**src/rtl/exec_pkg.sv**
```systemverilog
// Shared types and constants for the execute stage.
// Op codes, flag bit positions and FSM state encoding.
package exec_pkg;

  localparam int WORD = 16;

  localparam int FLAG_S = 3;
  localparam int FLAG_Z = 2;
  localparam int FLAG_C = 1;
  localparam int FLAG_V = 0;

  typedef enum logic [3:0] {
    OP_ADD = 4'd0,
    OP_SUB = 4'd1,
    OP_AND = 4'd2,
    OP_OR  = 4'd3,
    OP_XOR = 4'd4,
    OP_CMP = 4'd5,
    OP_MOV = 4'd6,
    OP_SLL = 4'd8,
    OP_SLR = 4'd9,
    OP_SRL = 4'd10,
    OP_SRA = 4'd11,
    OP_MUL = 4'd12
  } op_t;

  typedef enum logic {
    IDLE = 1'b0,
    MULB = 1'b1
  } state_t;

endpackage

```
**src/rtl/exec_stage_mul_iter.sv**
```systemverilog
// Iterative shift-add multiplier, one partial product per clock.
// Present only when EXEC_MUL_EN is defined.
`ifdef EXEC_MUL_EN
module mul_iter #(
  parameter int WIDTH = 16
) (
  input  logic             clk,
  input  logic             reset,
  input  logic             start,
  input  logic [WIDTH-1:0] a,
  input  logic [WIDTH-1:0] b,
  output logic             done,
  output logic [WIDTH-1:0] prod_lo,
  output logic             prod_hi_nz
);

  localparam int CW = $clog2(WIDTH) + 1;

  logic [2*WIDTH-1:0] acc;
  logic [2*WIDTH-1:0] mcand;
  logic [WIDTH-1:0]   mplier;
  logic [CW-1:0]      cnt;

  // The start edge already folds in bit 0, so the last bit
  // lands WIDTH-1 edges later.
  always_ff @(posedge clk or posedge reset) begin
    if (reset) begin
      acc    <= '0;
      mcand  <= '0;
      mplier <= '0;
      cnt    <= '0;
    end else if (start) begin
      acc    <= b[0] ? {{WIDTH{1'b0}}, a} : '0;
      mcand  <= {{(WIDTH-1){1'b0}}, a, 1'b0};
      mplier <= b >> 1;
      cnt    <= CW'(1);
    end else if (cnt != '0 && cnt != CW'(WIDTH)) begin
      if (mplier[0]) begin
        acc <= acc + mcand;
      end
      mcand  <= mcand << 1;
      mplier <= mplier >> 1;
      cnt    <= cnt + 1'b1;
    end
  end

  assign done       = (cnt == CW'(WIDTH));
  assign prod_lo    = acc[WIDTH-1:0];
  assign prod_hi_nz = |acc[2*WIDTH-1:WIDTH];

endmodule
`endif

```
**src/rtl/exec_stage.sv**
```systemverilog
// Execute stage: ALU/shifter, S/Z/C/V flags, regfile write port.
// Define EXEC_MUL_EN to add the multi-cycle multiplier (MUL op).
module exec_stage
  import exec_pkg::*;
#(
  parameter int WIDTH = 16,
  parameter int RADDR = 3
) (
  input  logic             clk,
  input  logic             reset,
  input  logic             in_valid,
  output logic             in_ready,
  input  logic [3:0]       op,
  input  logic [WIDTH-1:0] ra,
  input  logic [WIDTH-1:0] rb,
  input  logic [3:0]       shamt,
  input  logic [RADDR-1:0] dst,
  output logic             out_we,
  output logic [RADDR-1:0] out_wr,
  output logic [WIDTH-1:0] out_wd,
  output logic [3:0]       flags
);

  op_t opc;
  logic accept;

  logic [WIDTH:0]     sum;
  logic [WIDTH:0]     dif;
  logic [WIDTH:0]     shl;
  logic [WIDTH:0]     shr;
  logic [WIDTH:0]     sra;
  logic [2*WIDTH-1:0] rot;

  logic [WIDTH-1:0] res;
  logic             c_n;
  logic             v_n;
  logic             wr_n;
  logic             upd_n;
  logic [3:0]       fl_n;

  assign opc    = op_t'(op);
  assign accept = in_valid && in_ready;

  assign sum = {1'b0, ra} + {1'b0, rb};
  assign dif = {1'b0, ra} - {1'b0, rb};

  // Extra bit on each shift catches the last bit shifted out.
  assign shl = {1'b0, ra} << shamt;
  assign shr = {ra, 1'b0} >> shamt;
  assign sra = $signed({ra, 1'b0}) >>> shamt;
  assign rot = {ra, ra} << shamt;

  always_comb begin
    res   = '0;
    c_n   = 1'b0;
    v_n   = 1'b0;
    wr_n  = 1'b0;
    upd_n = 1'b0;
    case (opc)
      OP_ADD: begin
        res   = sum[WIDTH-1:0];
        c_n   = sum[WIDTH];
        v_n   = (ra[WIDTH-1] == rb[WIDTH-1])
             && (sum[WIDTH-1] != ra[WIDTH-1]);
        wr_n  = 1'b1;
        upd_n = 1'b1;
      end
      OP_SUB, OP_CMP: begin
        res   = dif[WIDTH-1:0];
        c_n   = dif[WIDTH];
        v_n   = (ra[WIDTH-1] != rb[WIDTH-1])
             && (dif[WIDTH-1] != ra[WIDTH-1]);
        wr_n  = (opc == OP_SUB);
        upd_n = 1'b1;
      end
      OP_AND: begin
        res   = ra & rb;
        wr_n  = 1'b1;
        upd_n = 1'b1;
      end
      OP_OR: begin
        res   = ra | rb;
        wr_n  = 1'b1;
        upd_n = 1'b1;
      end
      OP_XOR: begin
        res   = ra ^ rb;
        wr_n  = 1'b1;
        upd_n = 1'b1;
      end
      OP_MOV: begin
        res   = rb;
        wr_n  = 1'b1;
        upd_n = 1'b1;
      end
      OP_SLL: begin
        res   = shl[WIDTH-1:0];
        c_n   = shl[WIDTH];
        wr_n  = 1'b1;
        upd_n = 1'b1;
      end
      OP_SLR: begin
        res   = rot[2*WIDTH-1:WIDTH];
        c_n   = (shamt != 4'd0) && rot[WIDTH];
        wr_n  = 1'b1;
        upd_n = 1'b1;
      end
      OP_SRL: begin
        res   = shr[WIDTH:1];
        c_n   = shr[0];
        wr_n  = 1'b1;
        upd_n = 1'b1;
      end
      OP_SRA: begin
        res   = sra[WIDTH:1];
        c_n   = sra[0];
        wr_n  = 1'b1;
        upd_n = 1'b1;
      end
      default: ;
    endcase
  end

  assign fl_n = {res[WIDTH-1], res == '0, c_n, v_n};

`ifdef EXEC_MUL_EN
  state_t state;
  logic [$clog2(WIDTH)-1:0] cnt;
  logic [RADDR-1:0] dst_q;
  logic mul_go;
  logic done;
  logic [WIDTH-1:0] prod_lo;
  logic prod_hi_nz;

  assign mul_go   = accept && (opc == OP_MUL);
  assign in_ready = (state == IDLE);

  mul_iter #(.WIDTH(WIDTH)) u_mul (
    .clk        (clk),
    .reset      (reset),
    .start      (mul_go),
    .a          (ra),
    .b          (rb),
    .done       (done),
    .prod_lo    (prod_lo),
    .prod_hi_nz (prod_hi_nz)
  );
`else
  assign in_ready = 1'b1;
`endif

  always_ff @(posedge clk or posedge reset) begin
    if (reset) begin
      out_we <= 1'b0;
      out_wr <= '0;
      out_wd <= '0;
      flags  <= '0;
`ifdef EXEC_MUL_EN
      state  <= IDLE;
      cnt    <= '0;
      dst_q  <= '0;
`endif
    end else begin
      out_we <= accept && wr_n;
      if (accept && wr_n) begin
        out_wr <= dst;
        out_wd <= res;
      end
      if (accept && upd_n) begin
        flags <= fl_n;
      end
`ifdef EXEC_MUL_EN
      unique case (state)
        IDLE: begin
          if (mul_go) begin
            state <= MULB;
            cnt   <= '0;
            dst_q <= dst;
          end
        end
        MULB: begin
          cnt <= cnt + 1'b1;
          if (cnt == '1) begin
            state  <= IDLE;
            out_we <= done;
            out_wr <= dst_q;
            out_wd <= prod_lo;
            flags  <= {prod_lo[WIDTH-1], prod_lo == '0,
                       prod_hi_nz, 1'b0};
          end
        end
        default: state <= IDLE;
      endcase
`endif
    end
  end

endmodule

```
**config.mk**
```make
export PLATFORM = sky130hd
export DESIGN_NAME = exec_stage
export DESIGN_NICKNAME = d
export VERILOG_FILES = /design/src/rtl/exec_pkg.sv /design/src/rtl/exec_stage_mul_iter.sv /design/src/rtl/exec_stage.sv
export SDC_FILE = /design/constraint.sdc
export NUM_CORES = 1
export LEC_CHECK = 0
export BUFFER_PORTS_ARGS = -buffer_cell sky130_fd_sc_hd__buf_2
export CORE_UTILIZATION = 55
export CTS_CLUSTER_SIZE = 20
export DETAILED_ROUTE_END_ITERATION = 8
export GPL_ROUTABILITY_DRIVEN = 0
export GPL_TIMING_DRIVEN = 0
export PLACE_DENSITY = 0.75
export SYNTH_ARGS = -nofsm -noshare
export SYNTH_HDL_FRONTEND = slang
export SYNTH_SLANG_ARGS = --single-unit
```
**constraint.sdc**
```tcl
create_clock -name clk -period 2.55 [get_ports clk]
set_input_delay 0 -clock clk [delete_from_list [all_inputs] [get_ports clk]]
set_output_delay 0 -clock clk [all_outputs]
set_load 0.01 [all_outputs]
```
==> out/qor.json <==
{
  "run_status": {
    "run_status": "finished with violations",
    "failed_checks": "setup timing"
  },
  "sta": {
    "final-hold-violation-count": 0,
    "setup_ws_ns": -0.808,
    "unrepaired_setup_endpoints_after_global_routing": "true",
    "finalCritPeriodShare_pct": 132,
    "setup_failing_eps_final": 4,
    "timing.clock.skew_ns": 0,
    "max_slew_margin_pct": 24.8,
    "drv_slew": 0,
    "fmax_mhz": 298,
    "layout_min_cycle_time_ns": 3.36,
    "worst_pin_slew_ns": 1.11,
    "setup_tns_ns": -1.14
  },
  "grt": {
    "globalRouteTotalUtil_pct": 42.2,
    "grt.overflow.total": 0,
    "grt_max_degree": 25,
    "grt_pass1_vias": 6813,
    "grt_antenna_before_repair": 0,
    "grt_first_pass_wirelength_mm": 36.3
  },
  "run": {
    "drv.max_cap_violation_count": 0
  },
  "critical_path": {
    "worst_path_largest_cell_delay_ns": 0.78,
    "element_type_at_the_critical_path_end": "flip-flop",
    "cp_data_arrival_time_ns": 3.53,
    "flop2flop_setup_slack_ns": 1.39,
    "path_max_fanout": 10,
    "crit_path_cell_trace": "buf_4, inv_1, fa_2, nor2b_4, o31ai_4, buf_4, nand3_1, o2111ai_2, a222oi_1, o21ai_1, or4_1, or4_4, o41ai_2",
    "cpMaxStageDelayCell": "sky130_fd_sc_hd__a222oi_1",
    "required_time_of_the_critical_path_ns": 2.72,
    "critical_path_class": "in2reg",
    "critical_path_launch_point_type": "primary input",
    "cpMostUsedCell": "sky130_fd_sc_hd__buf_4"
  },
  "drt": {
    "drtAntennaViolNets": 0,
    "num_vias": 7132,
    "drt-vias-per-instance": 7.31,
    "drtIter0Drc": 1178,
    "drc": 0,
    "detail_route.wl_per_cell_um": 23.9,
    "drtPass1Iterations": 7,
    "wirelength_mm": 23.3
  },
  "final_layout": {
    "num_antenna_cells": 0,
    "postLayoutCoreUtil_pct": 69.1,
    "finalNonFillerCells": 975,
    "area_growth_pct": 20.1,
    "drive_above_1_share_pct": 26.5,
    "nets": 943
  },
  "power_and_ir_drop": {
    "cell_internal_pwr_mw": 1.18,
    "relative_contribution_of_sequential_cells_to_total_power_pct": 22.2,
    "power_spent_charging_and_discharging_nets_mw": 1.02,
    "clockPowerShare_pct": 11.7,
    "cellLeakagePower_nw": 2.96,
    "switching_fraction_pct": 46.3,
    "irDropWorstVdd_mv": 0.368,
    "p_comb_share_pct": 66.1,
    "powerDensity_nw_per_um2": 321
  },
  "synth": {
    "seq_area_frac_synth_pct": 10.5,
    "top_cells_by_instance_count_after_synthesis": "sky130_fd_sc_hd__nor2_1 (80), sky130_fd_sc_hd__a21oi_1 (58), sky130_fd_sc_hd__nand2_1 (54)",
    "postSynthAreaPerCell_um2": 7.54,
    "synthesis.instances": 756,
    "synth_edf_count": 0,
    "ys_top_cells_by_area": "sky130_fd_sc_hd__ha_1 (11%), sky130_fd_sc_hd__dfrtp_1 (11%), sky130_fd_sc_hd__mux4_2 (7.9%)",
    "asyncSetResetFlopFracSynth_pct": 100,
    "post_synthesis_register_bit_count": 24,
    "synth_largest_type_area_fraction_pct": 11.4,
    "synthesis.yosys.warnings": 0,
    "synthDominantAreaCellType": "sky130_fd_sc_hd__ha_1",
    "post_synth_instance_area_um2": 5700,
    "yosysUniqueCellTypes": 78,
    "syn_nets": 856,
    "synth.most_common_cell": "sky130_fd_sc_hd__nor2_1",
    "synth_top_flop_cell": "sky130_fd_sc_hd__dfrtp_1"
  },
  "place": {
    "buffer_ports.inserted": 67,
    "placedCellCount": 956,
    "post-place-ws_ns": -1.43,
    "post-dp-hpwl_mm": 17.3
  },
  "die": {
    "die_width_um": 104,
    "initial_core_util_pct": 57.6,
    "std_cell_rows": 36,
    "die_height_um": 104,
    "die_area_um2": 10800,
    "core_region_area_um2": 9910,
    "top_level_ports": 71
  },
  "clock_tree": {
    "number_of_clock_sinks_seen_by_cts": 24,
    "tritoncts": "yes",
    "cts_inserted_buffers": 3,
    "cts.root.buffer_cell": "sky130_fd_sc_hd__clkbuf_8",
    "worst_setup_hold_path_clk_slew_ns": 0.08,
    "worstSkewPairLatency_ns": 0.26,
    "cts_htree_levels": 1,
    "cts_buffer_depth": 2
  },
  "min_path": {
    "holdCritPathClass": "in2reg"
  }
}
[state kept, by name (all words and copies together), names as in the netlist]
signal  flops
out_we      1
out_wr      3
flags       4
out_wd     16
[cells in the final DEF (no fill, tap or decap), types with 20 or more instances in the layout]
master	instances
sky130_fd_sc_hd__mux2_2	30
sky130_fd_sc_hd__nand2_1	53
sky130_fd_sc_hd__inv_1	48
sky130_fd_sc_hd__buf_2	64
sky130_fd_sc_hd__mux4_2	20
sky130_fd_sc_hd__o21ai_0	34
sky130_fd_sc_hd__ha_1	45
sky130_fd_sc_hd__nor3_1	20
sky130_fd_sc_hd__mux2i_1	21
sky130_fd_sc_hd__nor2_1	78
sky130_fd_sc_hd__dfrtp_1	24
sky130_fd_sc_hd__a21oi_1	55
sky130_fd_sc_hd__buf_4	22
[metal layers]
metal,share of wire [%],up-vias,GRT usage (%)
li1,-,3013,-
met2,43,651,66.0
met5,0,-,0
met3,14,202,8.56
met4,7.2,0,23.0
met1,36,3266,54.3
[cell type report]
cell class / instances / area [um2]
clock buffer: 4 / 55.1
inverter: 53 / 214
tap: 133 / 166
fill: 828 / 3060
sequential: 24 / 601
timing repair buffer: 86 / 515
multi-input combinational: 621 / 4940
buffer: 54 / 355
[critical path: cells and delay by family]
family | cells | cell delay [ns]
AOI/OAI and AO/OA | 5 | 1.47
adders and majority gates | 1 | 0.45
buffers and inverters | 3 | 0.46
and+or+nand+nor | 4 | 1.13
[stage by stage]
step                      power (mW)  hold slack (ns)  instance area (um2)
final                           2.20            0.187                 6850
after global routing            2.31            0.188                 6850
after CTS                       2.09            0.173                 6660
after detailed placement        1.75            0.243                 6250
after global placement          1.71            0.203                 6250
after floorplan                 1.32           0.0146                 5750
[path summary, 6_finish.rpt]
kind,from,endpoint,cells after the start
setup / recovery,ra[1],flags[2],13
setup reg to reg,flags[1],flags[1],4
hold reg to reg,flags[2],flags[2],2
hold / removal,in_valid,flags[1],3
max in group asynchronous,reset,out_wd[12],3
min in group asynchronous,reset,out_wd[3],3
[power by group through the flow]
stage	clock network, mW	registers (mW)	logic (mW)
3_3_place_gp	0	0.491	1.22
3_5_place_dp	0	0.496	1.25
2_1_floorplan	0	0.533	0.792
4_1_cts	0.260	0.489	1.34
5_1_grt	0.277	0.498	1.53
6_report	0.258	0.489	1.45
[timing repair]
item | in CTS | in global routing
setup endpoints to repair | 23 | 9
cloned | 0 | 0
gates resized for setup | 68 | 54
endpoints found under the hold margin | 27 | 0
hold buffers | 4 | 0
pin swaps | 9 | 6
buffers inserted | 11 | 4
[cell families after synthesis]
family | count (synthesis) | synth area share, %
muxes | 76 | 18.9
and+or+nand+nor | 256 | 22.0
adders and majority gates | 54 | 12.1
xor gates and xnor gates | 4 | 0.614
DFF | 24 | 10.5
AOI/OAI and AO/OA | 230 | 28.0
buffers and inverters | 111 | 7.68
other | 1 | 0.0658
Power figures use the tool's default switching activity.
